## config.mk

```make
export PLATFORM = sky130hd
export DESIGN_NAME = sm_move_ctrl
export DESIGN_NICKNAME = d
export VERILOG_FILES = /design/src/rtl/sm_pkg.sv /design/src/rtl/sm_move_ctrl_step_timer.sv /design/src/rtl/sm_move_ctrl.sv
export SDC_FILE = /design/constraint.sdc
export NUM_CORES = 1
export LEC_CHECK = 0
export CELL_PAD_IN_SITES_DETAIL_PLACEMENT = 1
export CELL_PAD_IN_SITES_GLOBAL_PLACEMENT = 1
export CORE_ASPECT_RATIO = 1.1
export CORE_MARGIN = 5
export CORE_UTILIZATION = 41
export CTS_CLUSTER_SIZE = 16
export DETAILED_ROUTE_END_ITERATION = 10
export PLACE_DENSITY_LB_ADDON = 0.05
export SKIP_LAST_GASP = 1
export SLEW_MARGIN = 15
export SYNTH_ARGS = -nofsm -noshare
export SYNTH_HDL_FRONTEND = slang
export SYNTH_HIERARCHICAL = 1
export SYNTH_SLANG_ARGS = --single-unit
```

## constraint.sdc

```tcl
create_clock -name clk -period 7.6 [get_ports clk]
set_input_delay 0.76 -clock clk [delete_from_list [all_inputs] [get_ports clk]]
set_output_delay 0.76 -clock clk [all_outputs]
set_load 0.1 [all_outputs]
```

## src/rtl/sm_pkg.sv

```systemverilog
// rtl/sm_pkg.sv - shared types, default widths and saturating helpers for the move sequencer
package sm_pkg;

  localparam int SIZE_DEF  = 16;
  localparam int CNT_W_DEF = 24;

  typedef enum logic [2:0] {
    S_IDLE,
    S_SETTLE_ON,
    S_ACCEL,
    S_CRUISE,
    S_DECEL,
    S_SETTLE_OFF,
    S_DONE
  } state_t;

  // Operands are zero-extended period values; the 33-bit sum never wraps.
  function automatic logic [31:0] sat_add(input logic [31:0] a, input logic [31:0] b,
                                          input logic [31:0] hi);
    logic [32:0] s;
    s = {1'b0, a} + {1'b0, b};
    return (s > {1'b0, hi}) ? hi : s[31:0];
  endfunction

  function automatic logic [31:0] sat_sub(input logic [31:0] a, input logic [31:0] b,
                                          input logic [31:0] lo);
    if (a < b) return lo;
    return ((a - b) < lo) ? lo : (a - b);
  endfunction

endpackage

```

## src/rtl/sm_move_ctrl_step_timer.sv

```systemverilog
// rtl/sm_move_ctrl_step_timer.sv - period counter, step pulse shaping and wrap strobe
module sm_step_timer #(
  parameter int SIZE    = 16,
  parameter int PULSE_W = 4
) (
  input  logic            clk,
  input  logic            rst,
  input  logic            run_i,
  input  logic [SIZE-1:0] period_i,
  output logic            step_o,
  output logic            wrap_o
);

  logic [SIZE-1:0] pc_q;

  assign wrap_o = run_i && (pc_q == period_i - SIZE'(1));
  assign step_o = run_i && (pc_q < SIZE'(PULSE_W));

  always_ff @(posedge clk or posedge rst) begin
    if (rst)                  pc_q <= '0;
    else if (!run_i || wrap_o) pc_q <= '0;
    else                      pc_q <= pc_q + SIZE'(1);
  end

endmodule

```

## src/rtl/sm_move_ctrl.sv

```systemverilog
// rtl/sm_move_ctrl.sv - trapezoidal-profile move sequencer for one stepper axis
module sm_move_ctrl
  import sm_pkg::*;
#(
  parameter int SIZE       = SIZE_DEF,
  parameter int CNT_W      = CNT_W_DEF,
  parameter int SETTLE_CYC = 1000,
  parameter int PULSE_W    = 4
) (
  input  logic             clk,
  input  logic             rst,
  input  logic             start,
  input  logic             abort,
  input  logic             limit,
  input  logic             dir,
  input  logic [CNT_W-1:0] steps,
  input  logic [SIZE-1:0]  period_max,
  input  logic [SIZE-1:0]  period_min,
  input  logic [SIZE-1:0]  ramp_dec,
  output logic             drv_enable,
  output logic             drv_dir,
  output logic             drv_step,
  output logic             busy,
  output logic             done,
  output logic             fault,
  output logic [CNT_W-1:0] steps_done,
  output logic [SIZE-1:0]  period_cur
);

  localparam int SW = $clog2(SETTLE_CYC + 1);
  localparam logic [SIZE-1:0] P_FLOOR = SIZE'(PULSE_W + 1);

  state_t           state_q, state_d;
  logic             dir_q, dir_d, abort_q, abort_d, fault_q, fault_d;
  logic [CNT_W-1:0] steps_q, steps_d, sd_q, sd_d, lvl_q, lvl_d;
  logic [SIZE-1:0]  pmax_q, pmax_d, pmin_q, pmin_d, ramp_q, ramp_d, period_q, period_d;
  logic [SW-1:0]    set_q, set_d;

  logic             run, step_w, wrap_w, ab, set_last;
  logic [SIZE-1:0]  pmax_in, pmin_t, pmin_in, period_up, period_dn;
  logic [CNT_W-1:0] sd_inc, rem, lvl_inc, lvl_dec;

  assign run = (state_q == S_ACCEL) || (state_q == S_CRUISE) || (state_q == S_DECEL);

  sm_step_timer #(.SIZE(SIZE), .PULSE_W(PULSE_W)) u_timer (
    .clk     (clk),
    .rst     (rst),
    .run_i   (run),
    .period_i(period_q),
    .step_o  (step_w),
    .wrap_o  (wrap_w)
  );

  assign pmax_in   = (period_max < P_FLOOR) ? P_FLOOR : period_max;
  assign pmin_t    = (period_min < P_FLOOR) ? P_FLOOR : period_min;
  assign pmin_in   = (pmin_t > pmax_in) ? pmax_in : pmin_t;
  assign period_up = SIZE'(sat_add(32'(period_q), 32'(ramp_q), 32'(pmax_q)));
  assign period_dn = SIZE'(sat_sub(32'(period_q), 32'(ramp_q), 32'(pmin_q)));
  assign sd_inc    = sd_q + CNT_W'(1);
  assign rem       = steps_q - sd_inc;
  assign lvl_inc   = (&lvl_q) ? lvl_q : lvl_q + CNT_W'(1);
  assign lvl_dec   = (lvl_q == '0) ? lvl_q : lvl_q - CNT_W'(1);
  // A pulse arriving on the same cycle as the wrap still counts as latched.
  assign ab        = abort_q || abort;
  assign set_last  = (set_q == SW'(SETTLE_CYC - 1));

  assign drv_enable = (state_q == S_SETTLE_ON) || run || (state_q == S_SETTLE_OFF);
  assign drv_dir    = dir_q;
  assign drv_step   = step_w;
  assign busy       = (state_q != S_IDLE);
  assign done       = (state_q == S_DONE);
  assign fault      = fault_q;
  assign steps_done = sd_q;
  assign period_cur = period_q;

  always_comb begin
    state_d  = state_q;
    dir_d    = dir_q;
    abort_d  = abort_q;
    fault_d  = fault_q;
    steps_d  = steps_q;
    sd_d     = sd_q;
    lvl_d    = lvl_q;
    pmax_d   = pmax_q;
    pmin_d   = pmin_q;
    ramp_d   = ramp_q;
    period_d = period_q;
    set_d    = set_q;
    if (state_q != S_IDLE && abort) abort_d = 1'b1;
    case (state_q)
      S_IDLE: if (start) begin
        dir_d    = dir;
        steps_d  = steps;
        pmax_d   = pmax_in;
        pmin_d   = pmin_in;
        ramp_d   = ramp_dec;
        period_d = pmax_in;
        sd_d     = '0;
        lvl_d    = '0;
        fault_d  = 1'b0;
        abort_d  = 1'b0;
        set_d    = '0;
        state_d  = (steps == '0) ? S_DONE : S_SETTLE_ON;
      end
      S_SETTLE_ON: begin
        if (ab) state_d = S_DONE;
        else if (set_last) begin
          set_d   = '0;
          state_d = (pmin_q == pmax_q) ? S_CRUISE : S_ACCEL;
        end else set_d = set_q + SW'(1);
      end
      S_ACCEL, S_CRUISE, S_DECEL: if (wrap_w) begin
        sd_d = sd_inc;
        if (rem == '0) state_d = S_SETTLE_OFF;
        else if (rem <= lvl_q || ab) begin
          if (ab && lvl_q == '0) state_d = S_SETTLE_OFF;
          else begin
            state_d  = S_DECEL;
            period_d = period_up;
            lvl_d    = lvl_dec;
          end
        end else if (state_q == S_ACCEL) begin
          period_d = period_dn;
          lvl_d    = lvl_inc;
          if (period_dn == pmin_q) state_d = S_CRUISE;
        end
      end
      S_SETTLE_OFF: begin
        if (set_last) begin
          set_d   = '0;
          state_d = S_DONE;
        end else set_d = set_q + SW'(1);
      end
      S_DONE:  state_d = S_IDLE;
      default: state_d = S_IDLE;
    endcase
    // Hard stop wins over everything; an interrupted step is not counted.
    if (limit && busy && state_q != S_DONE) begin
      state_d  = S_DONE;
      fault_d  = 1'b1;
      sd_d     = sd_q;
      lvl_d    = lvl_q;
      period_d = period_q;
    end
  end

  always_ff @(posedge clk or posedge rst) begin
    if (rst) begin
      state_q  <= S_IDLE;
      dir_q    <= 1'b0;
      abort_q  <= 1'b0;
      fault_q  <= 1'b0;
      steps_q  <= '0;
      sd_q     <= '0;
      lvl_q    <= '0;
      pmax_q   <= '0;
      pmin_q   <= '0;
      ramp_q   <= '0;
      period_q <= '0;
      set_q    <= '0;
    end else begin
      state_q  <= state_d;
      dir_q    <= dir_d;
      abort_q  <= abort_d;
      fault_q  <= fault_d;
      steps_q  <= steps_d;
      sd_q     <= sd_d;
      lvl_q    <= lvl_d;
      pmax_q   <= pmax_d;
      pmin_q   <= pmin_d;
      ramp_q   <= ramp_d;
      period_q <= period_d;
      set_q    <= set_d;
    end
  end

endmodule

```

==> results of run 1 <==
## how the worst max path moves through the flow
stage               cells after the start         to  slack [ns]
floorplan                              33  lvl_q[22]       0.002
global placement                       31  lvl_q[23]        0.27
detailed placement                     32  lvl_q[23]        0.07
CTS                                    31  lvl_q[23]        0.04
global route                           33  lvl_q[23]       -0.11
finish                                 31  lvl_q[23]        0.43
## cell families (layout without fill, tap and decap cells)
family	after synthesis	count (layout)	synth area share, %
multiplexers	117	117	8.08
flip-flops	168	168	26.8
buffers and inverters	222	316	5.57
AO/OA/AOI/OAI	469	469	19.6
AND/OR/NAND/NOR	581	581	18.9
XOR/XNOR	141	141	8.21
adder cells (fa/ha/maj)	160	160	12.9
## synth_stat cells, types with 7 or more instances
cell       count
dfrtp_1      168
ha_1         156
nand2_1      156
o21ai_0      140
inv_1        133
nor2_1       122
a21oi_1       91
xnor2_1       76
clkbuf_1      72
xor2_1        61
mux2i_1       56
mux2_2        53
nand3_1       49
nor4_1        39
a21o_1        35
nor3_1        34
nand4_1       29
o31ai_1       24
and3_1        22
a211oi_1      20
nor2b_1       20
nand2b_1      19
a31oi_1       16
o21a_1        15
and2_1        14
o21bai_1      12
or3_1         12
o211ai_1      11
or2_2         11
nor2_2        10
o22ai_1       10
or4_1         10
a2111oi_0      8
a211o_1        8
buf_1          8
a22o_1         7
## critical path: cells and delay by family, from the launching register on
kind	cells	cell delay (ns)
DFF	1	0.46
AOI/OAI and AO/OA	10	1.75
and+or+nand+nor	13	2.83
xor gates and xnor gates	2	0.26
adders and majority gates	4	1.32
buffers and inverters	2	0.42
## flip-flops by register name, indices dropped and copies added, names as in the netlist
name,flops
fault,1
set_q,10
steps_q,24
state_q,3
pmax_q,16
u_timer/pc_q,16
abort_q,1
drv_dir,1
lvl_q,24
pmin_q,16
ramp_q,16
period_cur,16
steps_done,24
## cell type report
cell class,instances,share of cell area [%]
tap,500,3.44
multi-input combinational,1468,59.5
inverter,133,2.77
sequential,168,23.2
clock inverter,8,0.544
clock buffer,24,2.54
timing repair buffer,151,8.03
## layer usage
layer	wire [um]	track usage [%]	vias up	part of all wire (%)
met5	0	0	-	0
met4	1870	8.51	0	3.6
met3	1200	3.30	80	2.3
met2	27200	44.9	190	52
met1	22000	29.4	7111	42
li1	-	-	6860	-
## stage by stage
stage | setup slack [ns] | utilization, % | instances | area, um2 | setup TNS (ns)
3_3_place_gp | 0.267 | 45.9 | 2414 | 17400 | 0
2_1_floorplan | 0.00180 | - | 1858 | 15800 | 0
3_5_place_dp | 0.0684 | 45.9 | 2414 | 17400 | 0
6_report | 0.432 | 47.8 | 2452 | 18200 | 0
5_1_grt | -0.107 | 47.8 | 2452 | 18200 | -0.175
4_1_cts | 0.0404 | 47.3 | 2446 | 18000 | 0
## timing repair
action / 4_1_cts / 5_1_grt
endpoints found under the setup margin: 0 / 16
gates resized for setup: 0 / 31
hold buffers: 0 / 0
setup buffers: 0 / 5
==> summary.txt, run 1 <==
Worst R2R Setup Slack: 0.43 ns
row cnt: 75
Gate Count Post-Synth: 1858
count of input and output buffers: 123
GP Congestion: 0.885
first-pass GRT wire length: 83400 um
Mean Syn Cell Area: 8.46 um2
drt pass-1 iters: 5
outcome: finished clean
Antenna diodes: 0
Detail Route Antenna Nets: 0
number of top-level pins: 124
Distinct cells, synth: 85
final setup vio count: 0
CP most frequent cell: and3_2
HP Class: flop to flop
Reg clk slew, reported paths: 0.06 ns
vias per cell: 5.81
CP arrival: 7.52 ns
hold worst-path end: set_q[9]
layout cell share with drive strength beyond 1: 9.73%
Slew Viols, Final: 0
clock latency on the worst-skew pair: 0.47 ns
Seq/Total Area, Yosys: 26.8%
Max Freq: 140 MHz
DR WL/cell: 21.3 um
vias in the first global route: 15086
Clock Path Buffers: 2
TritonCTS buffer count: 17
Period minus WS final: 7.17 ns
Slowest cell on crit path: or4_1
period utilization: 94.3%
skew final: 0.0159 ns
hold_sp: set_q[9]
worst rel slew slack: 29.3%
layout net count: 2177
final hold viol count: 0
CP Max Fanout: 17
leading area contributor after synthesis: dfrtp_1
synthesized area: 15700 um2
number of synthesized flops with an enable pin: 0
chip width: 197 um
Hold WS: 0.491 ns
gr usage total: 24.5%
antenna violations before repair: 0
routed wire length: 52300 um
CP peak stage delay: 0.52 ns
Async SR Flop Fraction: 100%
most used flip-flop cell after synthesis: dfrtp_1
detailed placement HPWL: 41500 um
RSZ-0062 raised after global routing: true
leading cell type in the layout, fill and taps excluded: dfrtp_1
multi-input combinational cell area: 10800 um2
pin count of the biggest net entering global routing: 92
# fillers: 4456
Starting Density: 41.3%
most frequent cells in the layout: 164 x dfrtp_1, 154 x nand2_1, 151 x ha_1, 138 x o21ai_0, 132 x inv_1
Die H: 215 um
Max Cap Viol: 0
core footprint: 38000 um2
CP Capture Type: flop
H-tree depth: 4
synth top area cells: dfrtp_1 27%, ha_1 12%, o21ai_0 4.5%
worst-margin pin slew: 1.05 ns
synth warn: 6
reg2reg start: steps_done[0]
storage element area: 4210 um2
depth of the worst hold-timing path: 1
crit path kind: flop to flop
crit path launch: steps_done[0]
Iteration-0 DRC Markers: 633
TritonCTS clock tree: yes
Root Buffer Master: clkbuf_16
Worst Reg-to-Reg Cells: 31
worst endpoint required time: 7.95 ns
grt total ovfl: 0
#FFs+latches synth: 168
DRC viols: 0
R2R Path End: lvl_q[23]
syn nets: 2096
Startpoint Class: flop
die area: 42300 um2
total clock sinks: 168
vias: 14241
Yosys top cell area share: 26.8%
Area growth syn-to-layout: 15.7%
Power of run 1 is not shown: default switching activity piles up to over one toggle a cycle in this logic, so the estimate is an artifact.
==> inputs of run 2 (changes only) <==
- REMOVE_ABC_BUFFERS: unset -> 1
==> run 2 against run 1 <==
Against the previous run:
- fmax is 0.85% lower
- cell area hardly changed
- clock skew is 0.0025 ns lower
- utilization hardly changed
- first-iteration DRC count is 10% lower
- setup slack worse by 0.061 ns
- via count is 0.13% lower
- wire length is 1.3% lower
- flip-flop and latch count stayed put
==> summary.txt, run 2 (synthesized netlist as in run 1, its figures left out) <==
first-pass GRT wire length: 81700 um
Reg clk slew, reported paths: 0.07 ns
layout net count: 2182
chip width: 197 um
CP Capture Type: flop
Max Cap Viol: 0
Root Buffer Master: clkbuf_16
CP most frequent cell: and3_1
Slew Viols, Final: 0
Period minus WS final: 7.23 ns
multi-input combinational cell area: 10800 um2
CP peak stage delay: 0.38 ns
worst-margin pin slew: 1.03 ns
Startpoint Class: flop
pin count of the biggest net entering global routing: 100
storage element area: 4200 um2
TritonCTS buffer count: 17
skew final: 0.0135 ns
CP arrival: 7.58 ns
Max Freq: 138 MHz
CP Max Fanout: 8
vias: 14222
Area growth syn-to-layout: 15.7%
most frequent cells in the layout: 168 x dfrtp_1, 155 x nand2_1, 153 x ha_1, 138 x o21ai_0, 132 x inv_1
Detail Route Antenna Nets: 0
detailed placement HPWL: 41000 um
crit path kind: flop to flop
DRC viols: 0
pre-CTS setup slack: -0.0573 ns
leading cell type in the layout, fill and taps excluded: dfrtp_1
DR WL/cell: 21.0 um
HP Class: flop to flop
gr usage total: 24.1%
row cnt: 75
fin util: 47.8%
GP Congestion: 0.893
worst endpoint required time: 7.95 ns
post-place instance area: 17400 um2
post-layout worst setup margin: 0.371 ns
drt pass-1 iters: 4
period utilization: 95.1%
grt total ovfl: 0
antenna violations before repair: 0
worst rel slew slack: 31.3%
Slowest cell on crit path: dfrtp_1
fin area: 18200 um2
TritonCTS clock tree: yes
core footprint: 38000 um2
total clock sinks: 168
vias in the first global route: 15017
final setup vio count: 0
vias per cell: 5.79
Starting Density: 41.3%
outcome: finished clean
count of input and output buffers: 123
# fillers: 4506
final setup TNS: 0 ns
die area: 42300 um2
layout cell share with drive strength beyond 1: 9.56%
Clock Path Buffers: 2
clock latency on the worst-skew pair: 0.46 ns
routed wire length: 51600 um
final hold viol count: 0
Die H: 215 um
Iteration-0 DRC Markers: 570
H-tree depth: 4
number of top-level pins: 124
Antenna diodes: 0
==> run 2: final cells by class <==
cell class / count / area share (%)
inverter: 133 / 2.77
sequential: 168 / 23.1
tap: 500 / 3.44
clock buffer: 21 / 2.59
clock inverter: 11 / 0.667
multi-input combinational: 1468 / 59.2
timing repair buffer: 156 / 8.19
==> run 2: final timing paths <==
path | from | to | slack, ns | cells past startpoint
worst max register to register | steps_done[0] | lvl_q[22] | 0.37 | 33
worst min-delay path | fault | fault | 0.48 | 1
min in group asynchronous | rst | u_timer/pc_q[12] | 0.81 | 2
worst max-delay path | steps_done[0] | lvl_q[22] | 0.37 | 33
max in group asynchronous | rst | lvl_q[8] | 5.36 | 3
worst min register to register | fault | fault | 0.48 | 1
==> run 2: through the flow <==
stage / hold WS, ns / instances
global placement: 0.466 / 2420
detailed placement: 0.470 / 2420
global route: 0.513 / 2457
floorplan: 0.448 / 1769
CTS: 0.489 / 2452
finish: 0.483 / 2457
==> run 2: what timing repair did <==
item | in CTS | in global routing
resized for setup | 2 | 22
buffers inserted | 0 | 4
setup endpoints to repair | 2 | 10
pin swaps | 0 | 2
hold buffers | 0 | 0
==> run 2: metal layers <==
layer  wire length (um)  global-route usage [%]  share of wire, %
met1              22200                    28.9                43
met2              26600                    44.2                52
met3               1080                    3.01               2.1
met4               1760                    8.09               3.4
met5                  0                       0                 0
==> run 2: worst max-delay path: cells and delay by family (launching register included) <==
family / cells / cell delay, ns
AOI/OAI and AO/OA: 11 / 2.20
xor gates and xnor gates: 3 / 0.44
adders and majority gates: 4 / 1.13
buffers and inverters: 3 / 0.47
DFF: 1 / 0.38
and+or+nand+nor: 12 / 2.48
Power of run 2 is left out for the same reason.
==> inputs of run 3 (changes only) <==
- clock period: 7.6 -> 6.2 ns (I/O delays scaled with it)
==> run 3 against run 2 <==
Against the previous run:
- the flow now finishes with violations (setup timing)
- final cell count is 9.2% higher
- clock-buffer cell count is 3 lower
- worst hold slack better by 0.015 ns
- setup slack worse by 0.94 ns
- via count is 7.9% higher
- global-route usage is 1.9 points higher
- non-clock buffer count is 226 higher
- sequential share of layout area is 2.9 points lower
- fmax is 6.8% higher
- largest cell class unchanged
==> summary.txt, run 3 (synthesized netlist as in run 1, its figures left out) <==
outcome: finished, violations left
failing checks: setup timing
Slew Viols, Final: 0
Post-CTS Hold Buffers: 0
Worst Reg-to-Reg Cells: 33
Placed Instances: 2622
Startpoint Class: flop
RSZ-0062 raised after global routing: true
skew final: 0.0158 ns
worst endpoint required time: 6.56 ns
Reg clk slew, reported paths: 0.07 ns
chip width: 197 um
detailed placement HPWL: 43800 um
Max Cap Viol: 0
Iteration-0 DRC Markers: 632
leading cell type in the layout, fill and taps excluded: buf_4
Die H: 215 um
final setup vio count: 19
layout cell share with drive strength beyond 1: 23.4%
depth of the worst hold-timing path: 1
grt total ovfl: 0
Antenna diodes: 0
TritonCTS clock tree: yes
routed wire length: 56900 um
vias in the first global route: 16406
drt pass-1 iters: 4
Root Buffer Master: clkbuf_16
core footprint: 38000 um2
count of input and output buffers: 123
Slowest cell on crit path: or4_4
Starting Density: 41.3%
HP Class: flop to flop
worst-margin pin slew: 1.05 ns
Period minus WS final: 6.77 ns
pin count of the biggest net entering global routing: 72
post-layout worst setup margin: -0.567 ns
DRC viols: 0
H-tree depth: 4
gr usage total: 25.9%
CP most frequent cell: and3_4
Detail Route Antenna Nets: 0
row cnt: 75
first-pass GRT wire length: 88300 um
clock latency on the worst-skew pair: 0.47 ns
period utilization: 109%
Area growth syn-to-layout: 32.1%
CP peak stage delay: 0.48 ns
# fillers: 4429
CP Max Fanout: 8
die area: 42300 um2
crit path kind: flop to flop
final hold viol count: 0
Max Freq: 148 MHz
layout net count: 2408
vias per cell: 5.72
GP Congestion: 0.889
worst rel slew slack: 29.7%
number of top-level pins: 124
pre-CTS setup slack: -1.13 ns
CP Capture Type: flop
Finished Layout Cells: 2683
total clock sinks: 168
Worst R2R Setup Slack: -0.57 ns
multi-input combinational cell area: 11500 um2
antenna violations before repair: 0
vias: 15339
storage element area: 4200 um2
most frequent cells in the layout: 231 x buf_4, 168 x dfrtp_1, 147 x nand2_1, 137 x ha_1, 133 x o21ai_0
DR WL/cell: 21.2 um
CP arrival: 7.12 ns
Clock Path Buffers: 2
TritonCTS buffer count: 17
-- run 3: cell types whose count changed in the layout (fill, tap and decap cells not counted), moves of 7 or more --
| cell | change |
|---|---|
| xnor2_1 | -7 |
| a21oi_2 | +15 |
| ha_4 | +13 |
| xnor2_2 | +7 |
| buf_4 | +200 |
| nand2_1 | -8 |
| ha_1 | -16 |
| buf_6 | +23 |
| a21oi_1 | -18 |
| and3_4 | +7 |
-- run 3: stage by stage --
| step | TNS [ns] | cell area (um2) | hold WS, ns | utilization (%) |
|---|---|---|---|---|
| CTS | -4.69 | 20100 | 0.505 | 52.9 |
| detailed placement | -17.08 | 19000 | 0.481 | 50.0 |
| finish | -6.02 | 20800 | 0.498 | 54.6 |
| global placement | -8.79 | 19000 | 0.465 | 50.0 |
| floorplan | -93.47 | 15300 | 0.448 | - |
| global route | -13.82 | 20800 | 0.527 | 54.6 |
-- run 3: path summary, 6_finish.rpt --
check | from | to
max | steps_done[1] | lvl_q[23]
min | fault | fault
max reg2reg | steps_done[1] | lvl_q[23]
min reg2reg | fault | fault
max in group asynchronous | rst | set_q[8]
min in group asynchronous | rst | ramp_q[9]
-- run 3: final cells by class --
class	instances	area share [%]
well taps	500	3.01
flip-flops and latches	168	20.3
clock buffers	18	2.12
clock inverters	14	0.814
multi-input cells	1468	55.4
repair buffers	382	16.0
inverters	133	2.43
-- run 3: what timing repair did --
action                     in CTS  in global routing
setup buffers                  15                 23
pin swaps                      49                 76
setup endpoints to repair      43                 43
gates resized for setup        76                102
-- run 3: worst max-delay path, delay by kind of cell, from the launching register on --
family,cells,cell delay [ns]
buf+inv,5,0.73
xor+xnor,2,0.28
compound gates,12,2.08
simple gates,10,2.11
flops,1,0.37
fa+ha+maj,4,1.07
-- run 3: layer usage --
layer  up-vias  global-route usage [%]  wire length (um)  part of all wire (%)
met2       205                    48.2             30400                    53
met5         -                       0                 0                     0
met4         0                    10.2              2240                   3.9
li1       7339                       -                 -                     -
met1      7689                    30.0             23200                    41
met3       106                    3.27              1070                   1.9
Power of run 3 is left out for the same reason.
